### src/rtl/uart_pkg.sv
// Shared types for the uart_tx arbiter: FSM state encoding and sizing helpers.
// Latency: n/a (types and constant functions only).
// Backpressure: n/a.
package uart_pkg;

    localparam int DATA_BITS_DEF = 8;

    typedef enum logic [1:0] {
        IDLE = 2'd0,
        LOAD = 2'd1,
        SEND = 2'd2,
        GAP  = 2'd3
    } arb_state_e;

    // Width of an index into n requesters (at least 1 bit).
    function automatic int idx_w(input int n);
        return (n > 1) ? $clog2(n) : 1;
    endfunction

endpackage

### src/rtl/rr_arbiter.sv
// Round-robin requester select with optional sticky re-grant of a locked index.
// Latency: purely combinational, result valid in the same cycle as req_i.
// Backpressure: none; the caller decides when to act on the grant.
// Ports: req_i request vector, ptr_i last granted index (search starts at ptr_i+1),
//        lock_i/lock_idx_i sticky grant, any_o some request present,
//        grant_o one-hot grant, grant_idx_o encoded grant.
module rr_arbiter
    import uart_pkg::*;
#(
    parameter  int N_REQ = 4,
    localparam int IW    = idx_w(N_REQ)
) (
    input  logic [N_REQ-1:0] req_i,
    input  logic [IW-1:0]    ptr_i,
    input  logic             lock_i,
    input  logic [IW-1:0]    lock_idx_i,
    output logic             any_o,
    output logic [N_REQ-1:0] grant_o,
    output logic [IW-1:0]    grant_idx_o
);

    int cand;

    always_comb begin
        any_o       = |req_i;
        grant_idx_o = '0;
        cand        = 0;
        if (lock_i && req_i[lock_idx_i]) begin
            grant_idx_o = lock_idx_i;
        end else begin
            // Walk offsets from farthest to nearest so the requester closest
            // after ptr_i is the last one written and therefore wins.
            for (int k = N_REQ; k >= 1; k--) begin
                cand = (int'(ptr_i) + k) % N_REQ;
                if (req_i[IW'(cand)]) begin
                    grant_idx_o = IW'(cand);
                end
            end
        end
        grant_o = any_o ? (N_REQ'(1) << grant_idx_o) : '0;
    end

endmodule

### src/rtl/uart_tx_arbiter.sv
// Shares one uart_tx between N_REQ byte producers with round-robin grant and frame lock.
// Latency: valid sampled in IDLE -> req_ready pulse and data_rdy at the next edge.
// Backpressure: requests are level-held until granted; data_rdy held until tx_busy or timeout.
// Ports: req_valid/lock/data from requesters; req_ready/req_done pulses back to them;
//        tx_data_out/data_rdy_out to uart_tx, tx_busy_in/tx_done_in from uart_tx;
//        grant_idx_out current/last grant; timeout_err_out pulse when uart_tx never starts.
module uart_tx_arbiter
    import uart_pkg::*;
#(
    parameter  int N_REQ         = 4,
    parameter  int DATA_BITS     = DATA_BITS_DEF,
    parameter  int GAP_CYCLES    = 16,
    parameter  int START_TIMEOUT = 4096,
    localparam int IW            = idx_w(N_REQ)
) (
    input  logic                       clk_in,
    input  logic                       nrst_in,
    input  logic [N_REQ-1:0]           req_valid_in,
    input  logic [N_REQ-1:0]           req_lock_in,
    input  logic [N_REQ*DATA_BITS-1:0] req_data_in,
    output logic [N_REQ-1:0]           req_ready_out,
    output logic [N_REQ-1:0]           req_done_out,
    output logic [IW-1:0]              grant_idx_out,
    output logic [DATA_BITS-1:0]       tx_data_out,
    output logic                       data_rdy_out,
    input  logic                       tx_busy_in,
    input  logic                       tx_done_in,
    output logic                       timeout_err_out
);

    localparam int TO_W  = $clog2(START_TIMEOUT + 1);
    localparam int GAP_W = (GAP_CYCLES > 0) ? $clog2(GAP_CYCLES + 1) : 1;
    localparam logic [TO_W-1:0]  TO_LAST  = TO_W'(START_TIMEOUT - 1);
    localparam logic [GAP_W-1:0] GAP_LAST = GAP_W'((GAP_CYCLES > 0) ? GAP_CYCLES - 1 : 0);

    arb_state_e           state_q, state_d;
    logic [IW-1:0]        gidx_q, gidx_d;
    logic                 lock_q, lock_d;
    logic [DATA_BITS-1:0] tx_data_q, tx_data_d;
    logic [N_REQ-1:0]     ready_q, ready_d;
    logic [N_REQ-1:0]     done_q, done_d;
    logic                 tmo_q, tmo_d;
    logic [TO_W-1:0]      to_cnt_q, to_cnt_d;
    logic [GAP_W-1:0]     gap_cnt_q, gap_cnt_d;

    logic                 arb_any;
    logic [N_REQ-1:0]     arb_grant;
    logic [IW-1:0]        arb_idx;
    logic [DATA_BITS-1:0] sel_data;

    // grant_idx doubles as the round-robin pointer and the locked index.
    rr_arbiter #(.N_REQ(N_REQ)) u_rr (
        .req_i       (req_valid_in),
        .ptr_i       (gidx_q),
        .lock_i      (lock_q),
        .lock_idx_i  (gidx_q),
        .any_o       (arb_any),
        .grant_o     (arb_grant),
        .grant_idx_o (arb_idx)
    );

    always_comb begin
        sel_data = '0;
        for (int i = 0; i < N_REQ; i++) begin
            if (arb_idx == IW'(i)) begin
                sel_data = req_data_in[i*DATA_BITS +: DATA_BITS];
            end
        end
    end

    always_comb begin
        state_d   = state_q;
        gidx_d    = gidx_q;
        lock_d    = lock_q;
        tx_data_d = tx_data_q;
        ready_d   = '0;
        done_d    = '0;
        tmo_d     = 1'b0;
        to_cnt_d  = to_cnt_q;
        gap_cnt_d = gap_cnt_q;
        unique case (state_q)
            IDLE: begin
                // The lock only survives while its owner keeps asking.
                lock_d = lock_q && req_valid_in[gidx_q];
                if (arb_any) begin
                    gidx_d    = arb_idx;
                    ready_d   = arb_grant;
                    tx_data_d = sel_data;
                    to_cnt_d  = '0;
                    state_d   = LOAD;
                end
            end
            LOAD: begin
                // Busy wins over a coincident done; done is only honoured in SEND.
                if (tx_busy_in) begin
                    state_d = SEND;
                end else if (to_cnt_q == TO_LAST) begin
                    tmo_d   = 1'b1;
                    lock_d  = 1'b0;
                    state_d = IDLE;
                end else begin
                    to_cnt_d = to_cnt_q + 1'b1;
                end
            end
            SEND: begin
                if (tx_done_in) begin
                    done_d[gidx_q] = 1'b1;
                    lock_d         = req_lock_in[gidx_q];
                    gap_cnt_d      = '0;
                    state_d        = (GAP_CYCLES > 0) ? GAP : IDLE;
                end
            end
            GAP: begin
                if (gap_cnt_q == GAP_LAST) begin
                    state_d = IDLE;
                end else begin
                    gap_cnt_d = gap_cnt_q + 1'b1;
                end
            end
            default: state_d = IDLE;
        endcase
    end

    always_ff @(posedge clk_in or negedge nrst_in) begin
        if (!nrst_in) begin
            state_q   <= IDLE;
            gidx_q    <= '0;
            lock_q    <= 1'b0;
            tx_data_q <= '0;
            ready_q   <= '0;
            done_q    <= '0;
            tmo_q     <= 1'b0;
            to_cnt_q  <= '0;
            gap_cnt_q <= '0;
        end else begin
            state_q   <= state_d;
            gidx_q    <= gidx_d;
            lock_q    <= lock_d;
            tx_data_q <= tx_data_d;
            ready_q   <= ready_d;
            done_q    <= done_d;
            tmo_q     <= tmo_d;
            to_cnt_q  <= to_cnt_d;
            gap_cnt_q <= gap_cnt_d;
        end
    end

    assign req_ready_out   = ready_q;
    assign req_done_out    = done_q;
    assign grant_idx_out   = gidx_q;
    assign tx_data_out     = tx_data_q;
    assign data_rdy_out    = (state_q == LOAD);
    assign timeout_err_out = tmo_q;

endmodule

### config.mk
export PLATFORM = sky130hd
export DESIGN_NAME = uart_tx_arbiter
export DESIGN_NICKNAME = d
export VERILOG_FILES = /design/src/rtl/uart_pkg.sv /design/src/rtl/rr_arbiter.sv /design/src/rtl/uart_tx_arbiter.sv
export SDC_FILE = /design/constraint.sdc
export NUM_CORES = 1
export LEC_CHECK = 0
export BUFFER_PORTS_ARGS = -buffer_cell sky130_fd_sc_hd__buf_2
export CORE_ASPECT_RATIO = 0.7
export CORE_MARGIN = 1
export CORE_UTILIZATION = 40
export DETAILED_ROUTE_END_ITERATION = 7
export SYNTH_ARGS = -nofsm -noshare
export SYNTH_HDL_FRONTEND = slang
export SYNTH_SLANG_ARGS = --single-unit
### constraint.sdc
create_clock -name clk_in -period 6.5 [get_ports clk_in]
set_input_delay 0.65 -clock clk_in [delete_from_list [all_inputs] [get_ports clk_in]]
set_output_delay 0.65 -clock clk_in [all_outputs]
set_load 0.02 [all_outputs]
# --- Yosys cells after proc, flatten, opt, wreduce, memory -nomap -nowiden ---
# Cells that the tools add are included.
totals:
  reg_bits: 40
  inputBits: 44
  out_inout_bits: 20
  wordCells: 102
op_classes:
  addsub: 6
  n_lt_le_gt_ge: 6
  n_eq_ne: 16
  shifts: 1
  n_mux: 51
  reduce_logical: 13
op_table:
  columns: ["cell", "n"]
  rows:
  - ["two-way mux 13 bit", 3]
  - ["two-way mux 8 bit", 4]
  - ["case mux 13 bit (2 select lines)", 1]
  - ["two-way mux 2 bit", 10]
  - ["two-way mux 1 bit", 17]
  - ["less-than comparator 2 x 4 -> 1 bit, second input constant", 4]
  - ["two-way mux 4 bit", 4]
  - ["adder 13 x 1 -> 13 bit, second input constant", 1]
  - ["equality test 13 x 12 -> 1 bit, second input constant", 1]
  - ["binary-select mux 1 bit (select 2 bit)", 6]
  - ["inequality test 2 bit, second input constant", 6]
  - ["AND reduction 4 bit", 3]
  - ["two-way mux 5 bit", 2]
  - ["case mux 5 bit (2 select lines)", 1]
  - ["equality test 2 bit, second input constant", 4]
  - ["case mux 2 bit (4 select lines)", 1]
  - ["adder 5 x 1 -> 5 bit, second input constant", 1]
  - ["equality test 5 x 4 -> 1 bit, second input constant", 1]
  - ["adder 2 x 1 -> 2 bit, second input constant", 2]
  - ["adder 2 bit, second input constant", 2]
  - ["equality test 2 x 1 -> 1 bit, second input constant", 2]
  - ["logical NOT 2 bit", 2]
  - ["nonzero test 2 bit", 2]
  - ["OR reduction 4 bit", 1]
  - ["11 further kinds", 12]

# --- Depth between registers and ports, before layout ---
# Gate-level depths: netlist of run 1.
logic_depth:
  depth_word: 14
  depth_mapped: 12
  ltp_nobuf: 9

# --- Cells and area by module ---
# A second synthesis of run 1 with hierarchy kept.
unflattened:
  hier_cells: 246
  hier_area_um2: 2521.2
modules_own_cells:
  columns: ["module", "n_inst", "cells_per_inst", "area_each_um2"]
  rows:
  - ["uart_tx_arbiter", 1, 217, 2279.7]
  - ["rr_arbiter", 1, 29, 241.5]

# --- Least setup slack after synthesis of run 1 ---
# No wires, ideal clock.
synth_timing:
  path_kind: "reg-to-reg"
  start: "register gidx_q[0], in the netlist grant_idx_out[0]"
  end: "register tx_data_q[0], in the netlist tx_data_out[0]"
  setup_time_ns: 0.142
  t_arrival_ns: 3.505
  required_ns: 6.358
  setup_slack_ns: 2.852
  path_stages_with_launch: 13
  path_buffers: 4
  synth_period_minus_slack_ns: 3.648
  cell_sequence: "dfrtp_1 -> buf_2 -> buf_2 -> inv_1 -> ha_1 -> clkbuf_1 -> nor4bb_1 -> a211o_1 -> a2111oi_4 -> mux2i_4 -> buf_6 -> mux2i_1 -> o221ai_1"
synth_via:
  elab_chain_cells: 14
  elab_cells_between_ends: 32
synth_lines:
  columns: ["item", "line", "text"]
  rows:
  - ["from (decl)", "uart_tx_arbiter.sv:37", "logic [IW-1:0] gidx_q, gidx_d;"]
  - ["from (signal assigned)", "uart_tx_arbiter.sv:137", "gidx_q <= gidx_d;"]
  - ["adder 2 x 1 -> 2 bit", "rr_arbiter.sv:34", "cand = (int'(ptr_i) + k) % N_REQ;"]
  - ["binary-select mux 1 bit (select 2 bit)", "rr_arbiter.sv:35", "if (req_i[IW'(cand)]) begin"]
  - ["two-way mux 1 bit (not written as such) (2 in a row)", "rr_arbiter.sv:35", null]
  - ["two-way mux 2 bit (4 in a row)", "rr_arbiter.sv:35", null]
  - ["two-way mux 2 bit (*)", "rr_arbiter.sv:28", "if (lock_i && req_i[lock_idx_i]) begin"]
  - ["logical NOT 2 bit", "uart_tx_arbiter.sv:65", "if (arb_idx == IW'(i)) begin"]
  - ["two-way mux 8 bit (3 in a row)", "uart_tx_arbiter.sv:65", null]
  - ["two-way mux 8 bit (*)", "uart_tx_arbiter.sv:65", null]
  - ["to (signal assigned)", "uart_tx_arbiter.sv:139", "tx_data_q <= tx_data_d;"]
  - ["to (decl)", "uart_tx_arbiter.sv:39", "logic [DATA_BITS-1:0] tx_data_q, tx_data_d;"]
# Every way passes the cells marked *; elsewhere a longest branch is shown, timed or not. The select of a mux whose other input is x is not followed.
# A chain may end at the register's enable or synchronous reset.

# --- Worst setup path in the final report of run 1 ---
layout_timing:
  start: "register gidx_q[0], in the netlist grant_idx_out[0]"
  end: "register tx_data_q[1], in the netlist tx_data_out[1]"
# Same word-level chain as after synthesis.

==> impl_results.md, run 1 <==
- Slowest stage cell, crit path: dfrtp_1
- Placed insts: 380
- Clock Latency Late Sink: 0.28 ns
- Peak Freq: 0.248 GHz
- Mean area per synthesized cell: 9.79 um^2
- R2R Path End: tx_data_out[1]
- Final Hold Viols: 0
- Clk pwr share: 16.8%
- First-pass GRT wire length: 8.94 mm
- Total Power: 0.00131 W
- Postcts setup bufs: 0
- RSZ-0062 raised after global routing: false
- Min-Delay Path Class: in2async
- Post-CTS Hold Fix Bufs: 0
- GPL Wtd Cong: 0.751
- Critical path buffers and inverters: 1
- EDFF count, synth: 0
- R2R cell count: 9
- Min Tclk post-route: 4.04 ns
- Reg2Reg Setup Slack: 2.46 ns
- Clock buffer depth: 2
- Ys flop type: dfrtp_1
- Starting Density: 42.4%
- Sw Ratio: 42.5%
- Slew @ Worst Pin: 0.893 ns
- Lkg Pwr: 1.48 nW
- Die X: 96.3 um
- Arr. time, crit path: 4.21 ns
- PD cells: 441 nW/um^2
- Final ANT Viol Nets: 0
- Share of cells above drive strength 1: 27.2%
- Outcome: finished clean
- Nets: 367
- I/O pin cnt: 64
- Critical Path RT: 6.68 ns
- DRT iter0 DRCs: 140
- Worst Setup Path Type: reg2reg
- TritonCTS clock tree: built
- Period utilisation layout: 62.1%
- CTS clk-pin slew, worst paths: 0.08 ns
- Seq cells post-synth: 40
- Yosys warnings: 0
- FILL cells: 566
- Die height: 68.0 um
- Hpwl dp: 3.91 mm
- Mapped Cells: 254
- TritonRoute pass-1 iters: 4
- Maximum vdd drop: 0.204 mV
- Mapped Area: 2490 um^2
- Cell row count: 23
- Max incr delay on CP: 0.93 ns
- Initial antenna violation count: 0
- Syn Nets: 309
- DRC viols: 0
- Routed WL: 5.36 mm
- Number of antenna diodes: 0
- Cts repair resizes: 0
- Vias in the first global route: 1938
- Critical Path Source Type: register
- Area grow syn2layout: 19.0%
- Int Power: 0.000751 W
- Die area: 6540 um^2
- Wire per inst: 13.8 um
- Library cells used by synthesis: 52
- Logic pwr share: 52.7%
- CP delay by family, top: compound AO/OA/AOI/OAI gates
- IO buf count: 63
- Via count: 2046
- H-Tree Depth: 2
- Launching point of the worst reg2reg path: grant_idx_out[0]
- Clk root buf: clkbuf_8
- Grt total ovfl: 0
- Setup WS pre-CTS: 2.45 ns
- Sequential share of the synthesized area: 40.2%
- Post-synth ARST share: 100%
- Switching power: 0.000555 W
- Tot GR Track Use: 18.0%
- Final Setup Violations: 0
- Max cap viols: 0
- Setup TNS Final: 0 ns
- Setup crit end kind: register
- Worst Skew: 0.00577 ns
- Core Area: 5870 um^2
- Worst Slack Setup Final: 2.46 ns
- Fin cells: 388
- TritonCTS Buffers: 5
- Clk sinks: 40
- Sequential Power Share: 30.4%
- Crit Path Max Fanout: 27
- WHS: 0.481 ns
- DR vias/cell: 5.27
- Pins Over Slew Limit: 0
- Critical path cell sequence: inv_1 > ha_1 > nor4bb_1 > a211o_1 > a2111oi_4 > mux2i_4 > mux2i_1 > nand3_1 > o221a_2
- Max_slew headroom: 40.5%
- Largest net degree at the start of global routing: 41
power groups by stage:
stage	combinational (W)	clock [W]	sequential (W)
after detailed placement	0.000697	0	0.000398
final	0.000689	0.000220	0.000397
after floorplan	0.000517	0	0.000419
after global routing	0.000764	0.000236	0.000411
after CTS	0.000695	0.000227	0.000397
after global placement	0.000684	0	0.000403
cell type report:
cell class | count | area, um^2 | area share (%)
inverter | 7 | 26.3 | 0.888
multi-input combinational | 195 | 1400 | 47.2
clock buffer | 7 | 96.3 | 3.25
sequential | 40 | 1000 | 33.8
clock inverter | 1 | 30.0 | 1.01
tap | 75 | 93.8 | 3.17
timing repair buffer | 63 | 315 | 10.7
placed cells by master, fill, tap and decap left out, types with 3 or more instances in the layout:
cell / n
buf_2: 63
a22o_1: 5
o21ai_0: 15
nor2_1: 21
a21oi_1: 12
mux2i_1: 16
xor2_1: 6
nand4_1: 5
a31oi_1: 3
o221ai_1: 5
inv_1: 7
and2b_1: 3
or3_1: 3
nand2b_1: 5
and3_1: 10
nor2b_1: 4
nor3_1: 3
nand2_1: 17
dfrtp_1: 40
a211oi_1: 4
clkbuf_8: 7
mux2_2: 4
nand3_1: 8
ha_1: 11
per-stage QoR:
stage | cell area (um^2) | utilization, %
after floorplan | 2490 | -
after global placement | 2830 | 48.3
after detailed placement | 2830 | 48.3
after CTS | 2960 | 50.4
after global routing | 2960 | 50.4
final | 2960 | 50.4
worst max path at each step:
stage,from,end,cells past startpoint
after global routing,grant_idx_out[0],tx_data_out[1],9
after global placement,grant_idx_out[0],tx_data_out[1],9
final,grant_idx_out[0],tx_data_out[1],9
after floorplan,grant_idx_out[0],tx_data_out[0],12
after detailed placement,grant_idx_out[0],tx_data_out[1],9
after CTS,grant_idx_out[0],tx_data_out[1],9
worst reg2reg max path: stages (launching register included):
cell,delay (ns)
dfrtp_1,0.93
inv_1,0.20
ha_1,0.50
nor4bb_1,0.09
a211o_1,0.30
a2111oi_4,0.61
mux2i_4,0.75
mux2i_1,0.29
nand3_1,0.09
o221a_2,0.16
flip-flops by register name, indices dropped and copies added, names as in the netlist, named ones only:
register / flops
gap_cnt_q: 5
to_cnt_q: 13
lock_q: 1
grant_idx_out: 2
tx_data_out: 8
req_done_out: 4
timeout_err_out: 1
req_ready_out: 4
state_q: 1
cells by family (layout without fill, tap and decap cells):
logic type               count (synthesis)  count (layout)  synth area share, %
adder cells (fa/ha/maj)                 11              11                 5.53
multiplexers                            23              23                 10.7
buffers and inverters                   19              78                 3.57
XOR/XNOR                                 8               8                 2.82
AO/OA/AOI/OAI                           61              61                 17.4
flip-flops                              40              40                 40.2
AND/OR/NAND/NOR                         92              92                 19.8
layer usage:
layer  global-route usage [%]  vias up  share of wire, %
li1                         -     1046                 -
met1                     26.3      943                53
met2                     26.9       55                40
met3                     5.22        2               5.7
met4                     2.80        0              0.45
met5                        0        -                 0
cell usage after synthesis, drive strengths merged (2+ instances only):
cell type | instances | share of area, %
a21boi | 2 | 0.60
or3b | 2 | 0.70
nand3 | 8 | 1.6
xor2 | 6 | 2.1
and2b | 3 | 0.91
a211oi | 4 | 1.2
mux2i | 17 | 7.3
a31oi | 3 | 0.75
nor2 | 21 | 3.2
a22o | 5 | 1.8
inv | 7 | 1.1
mux2 | 5 | 2.4
a21oi | 12 | 2.4
dfrtp | 40 | 40
or3 | 3 | 0.75
nand2b | 5 | 1.3
nor3b | 2 | 0.60
nand2 | 17 | 2.6
o21ai | 15 | 3.0
ha | 11 | 5.5
or2 | 2 | 0.50
o221a | 2 | 0.91
nand4 | 5 | 1.3
a21o | 2 | 0.60
nor2b | 4 | 1.0
xnor2 | 2 | 0.70
nor3 | 3 | 0.60
o221ai | 5 | 1.8
a22oi | 2 | 0.60
and3 | 10 | 2.5
clkbuf | 8 | 1.2
buf | 4 | 1.3
(Power assumes the default switching activity.)
==> run 2, diff against run 1 <==
--- a/config.mk
+++ b/config.mk
@@ -5,6 +5,7 @@
 export SDC_FILE = /design/constraint.sdc
 export NUM_CORES = 1
 export LEC_CHECK = 0
+export ABC_AREA = 1
 export BUFFER_PORTS_ARGS = -buffer_cell sky130_fd_sc_hd__buf_2
 export CORE_ASPECT_RATIO = 0.7
 export CORE_MARGIN = 1
==> constraint.sdc (replaced) <==
create_clock -name clk_in -period 4.1 [get_ports clk_in]
set_input_delay 0.41 -clock clk_in [delete_from_list [all_inputs] [get_ports clk_in]]
set_output_delay 0.41 -clock clk_in [all_outputs]
set_load 0.02 [all_outputs]
==> impl_results.md, run 2 <==
- Die area: 7080 um^2
- Routed WL: 6.15 mm
- Max incr delay on CP: 0.66 ns
- Maximum vdd drop: 0.375 mV
- Min-Delay Path Class: in2async
- Worst Setup Path Type: reg2reg
- Pins Over Slew Limit: 0
- Setup TNS Final: 0 ns
- Core Area: 6370 um^2
- Int Power: 0.00124 W
- TritonCTS clock tree: built
- Clk sinks: 40
- First-pass GRT wire length: 10.3 mm
- Vias in the first global route: 2263
- Via count: 2416
- Min Tclk post-route: 2.56 ns
- Nets: 471
- TritonRoute pass-1 iters: 4
- GPL Wtd Cong: 0.841
- Post-CTS Hold Fix Bufs: 0
- Post-synth ARST share: 100%
- Die height: 70.7 um
- Mean area per synthesized cell: 7.58 um^2
- RSZ-0062 raised after global routing: false
- Initial antenna violation count: 0
- Sw Ratio: 51.4%
- TritonCTS Buffers: 5
- Peak Freq: 0.391 GHz
- Most frequent cells in the layout: 86 x nand2_1, 63 x buf_2, 40 x inv_1, 40 x dfrtp_1, 35 x nor2_1
- Critical Path Source Type: register
- Starting Density: 42.4%
- Arr. time, crit path: 2.79 ns
- Cell row count: 24
- I/O pin cnt: 64
- Max cap viols: 0
- Ys flop type: dfrtp_1
- Yosys warnings: 0
- Max_slew headroom: 40.0%
- Final ANT Viol Nets: 0
- DR vias/cell: 4.77
- Largest register FFs: 13
- Final Hold Viols: 0
- Slowest stage cell, crit path: dfrtp_1
- Top cells by count, synth: 86 x nand2_1, 40 x dfrtp_1, 40 x inv_1
- Synth Area in Compound Gates: 11.5%
- Area share of the largest cell type after synthesis: 37.1%
- Outcome: finished clean
- Synth Area in XOR/XNOR: 2.92%
- PD cells: 806 nW/um^2
- Placed insts: 500
- Main combinational cell family by area after synthesis: simple AND/OR/NAND/NOR gates
- Critical Path RT: 4.33 ns
- DRT iter0 DRCs: 92
- Lkg Pwr: 1.62 nW
- Period utilisation layout: 62.4%
- Slew @ Worst Pin: 0.901 ns
- Largest net degree at the start of global routing: 41
- EDFF count, synth: 0
- Clock Latency Late Sink: 0.29 ns
- Mapped Area: 2700 um^2
- CTS clk-pin slew, worst paths: 0.08 ns
- Most numerous cell in the Yosys netlist: nand2_1
- Wire per inst: 12.1 um
- Sequential share of the synthesized area: 37.1%
- Tot GR Track Use: 18.3%
- Seq cells post-synth: 40
- Critical path cell sequence: inv_2 > ha_1 > inv_1 > nand3_1 > nand2_1 > inv_1 > nand2_1 > nand2_1 > nand2_2 > nand2_4 > inv_6 > nand2_4 > nor2_4 > nand2_1 > nand2_1 > inv_1 > nand2_1
- Clk pwr share: 14.8%
- Library cells used by synthesis: 32
- Setup crit end kind: register
- Area grow syn2layout: 17.7%
- Cts repair resizes: 0
- Syn Nets: 411
- Synth area leader: dfrtp_1
- CP dominant cell by count: nand2_1
- IO buf count: 63
- Hpwl dp: 4.62 mm
- Synth Area in Simple Gates: 33.5%
- Fin cells: 507
- Grt total ovfl: 0
- Clock buffer depth: 2
- Crit Path Max Fanout: 16
- Mux share of post-synthesis cell area: 0.417%
- Adder-Cell Fraction of Synth Area: 5.10%
- Worst Slack Setup Final: 1.54 ns
- Most common cell after layout, fill and taps aside: nand2_1
- Share of cells above drive strength 1: 26.0%
- Number of antenna diodes: 0
- Setup WS pre-CTS: 1.55 ns
- Sequential Power Share: 23.2%
- Clk root buf: clkbuf_8
- Largest register by flop count: to_cnt_q
- Worst Skew: 0.00490 ns
- Die X: 100 um
- DRC viols: 0
- Switching power: 0.00132 W
- Final Setup Violations: 0
- Synth area leaders: dfrtp_1 37%, nand2_1 12%, nand3_1 5.8%
- Postcts setup bufs: 0
- Mapped Cells: 356
- Logic pwr share: 62.0%
- H-Tree Depth: 2
[run 2: cell count changes after synthesis, moves of 9 or more]
cell,delta
nand2_1,+69
inv_1,+33
nand3_1,+23
mux2i_1,-16
nor2_1,+14
nand2_2,+11
and3_1,-10
o31ai_1,+9
[run 2: cell families after synthesis]
family	count (synthesis)
flip-flops	40
buffers and inverters	55
XOR/XNOR	9
multiplexers	1
AND/OR/NAND/NOR	192
AO/OA/AOI/OAI	48
adder cells (fa/ha/maj)	11
[run 2: worst paths after layout]
kind	to	depth (start not counted)	start	slack (ns)
min reg2reg	gap_cnt_q[2]	1	gap_cnt_q[2]	0.49
max	tx_data_out[5]	17	grant_idx_out[0]	1.54
min	to_cnt_q[3]	1	nrst_in	0.24
max in group asynchronous	tx_data_out[1]	1	nrst_in	3.30
min in group clk_in	timeout_err_out	2	tx_busy_in	0.30
max reg2reg	tx_data_out[5]	17	grant_idx_out[0]	1.54
[run 2: cell type report]
type,instances,area [um^2]
flip-flops and latches,40,1000
clock inverters,2,60.1
repair buffers,63,315
multi-input cells,261,1440
inverters,45,174
well taps,91,114
clock buffers,5,68.8
fillers,673,3190
[run 2: per-stage QoR]
step	power (W)	utilization (%)	area (um^2)	hold slack, ns
floorplan	0.00196	-	2700	0.114
global placement	0.00217	47.9	3050	0.480
detailed placement	0.00220	47.9	3050	0.479
CTS	0.00259	49.9	3180	0.271
global route	0.00281	49.9	3180	0.292
finish	0.00256	49.9	3180	0.241
[run 2: power by group through the flow]
stage,Clock (W),Combinational [W],Sequential [W]
final,0.000380,0.00159,0.000594
after global routing,0.000402,0.00180,0.000614
after CTS,0.000391,0.00160,0.000595
after detailed placement,0,0.00160,0.000601
after global placement,0,0.00157,0.000598
after floorplan,0,0.00132,0.000647
[run 2: routing by layer]
metal	track usage (%)	vias to the layer above	share of wire [%]
li1	-	1266	-
met1	27.1	1082	52
met2	26.8	63	42
met3	3.85	5	4.7
met4	5.48	0	1.1
met5	0	-	0
[run 2: critical path: cells and delay by family, from the launching register on]
kind / cells / cell delay (ns)
adder cells (fa/ha/maj): 1 / 0.38
flip-flops: 1 / 0.66
AND/OR/NAND/NOR: 11 / 0.89
buffers and inverters: 5 / 0.53
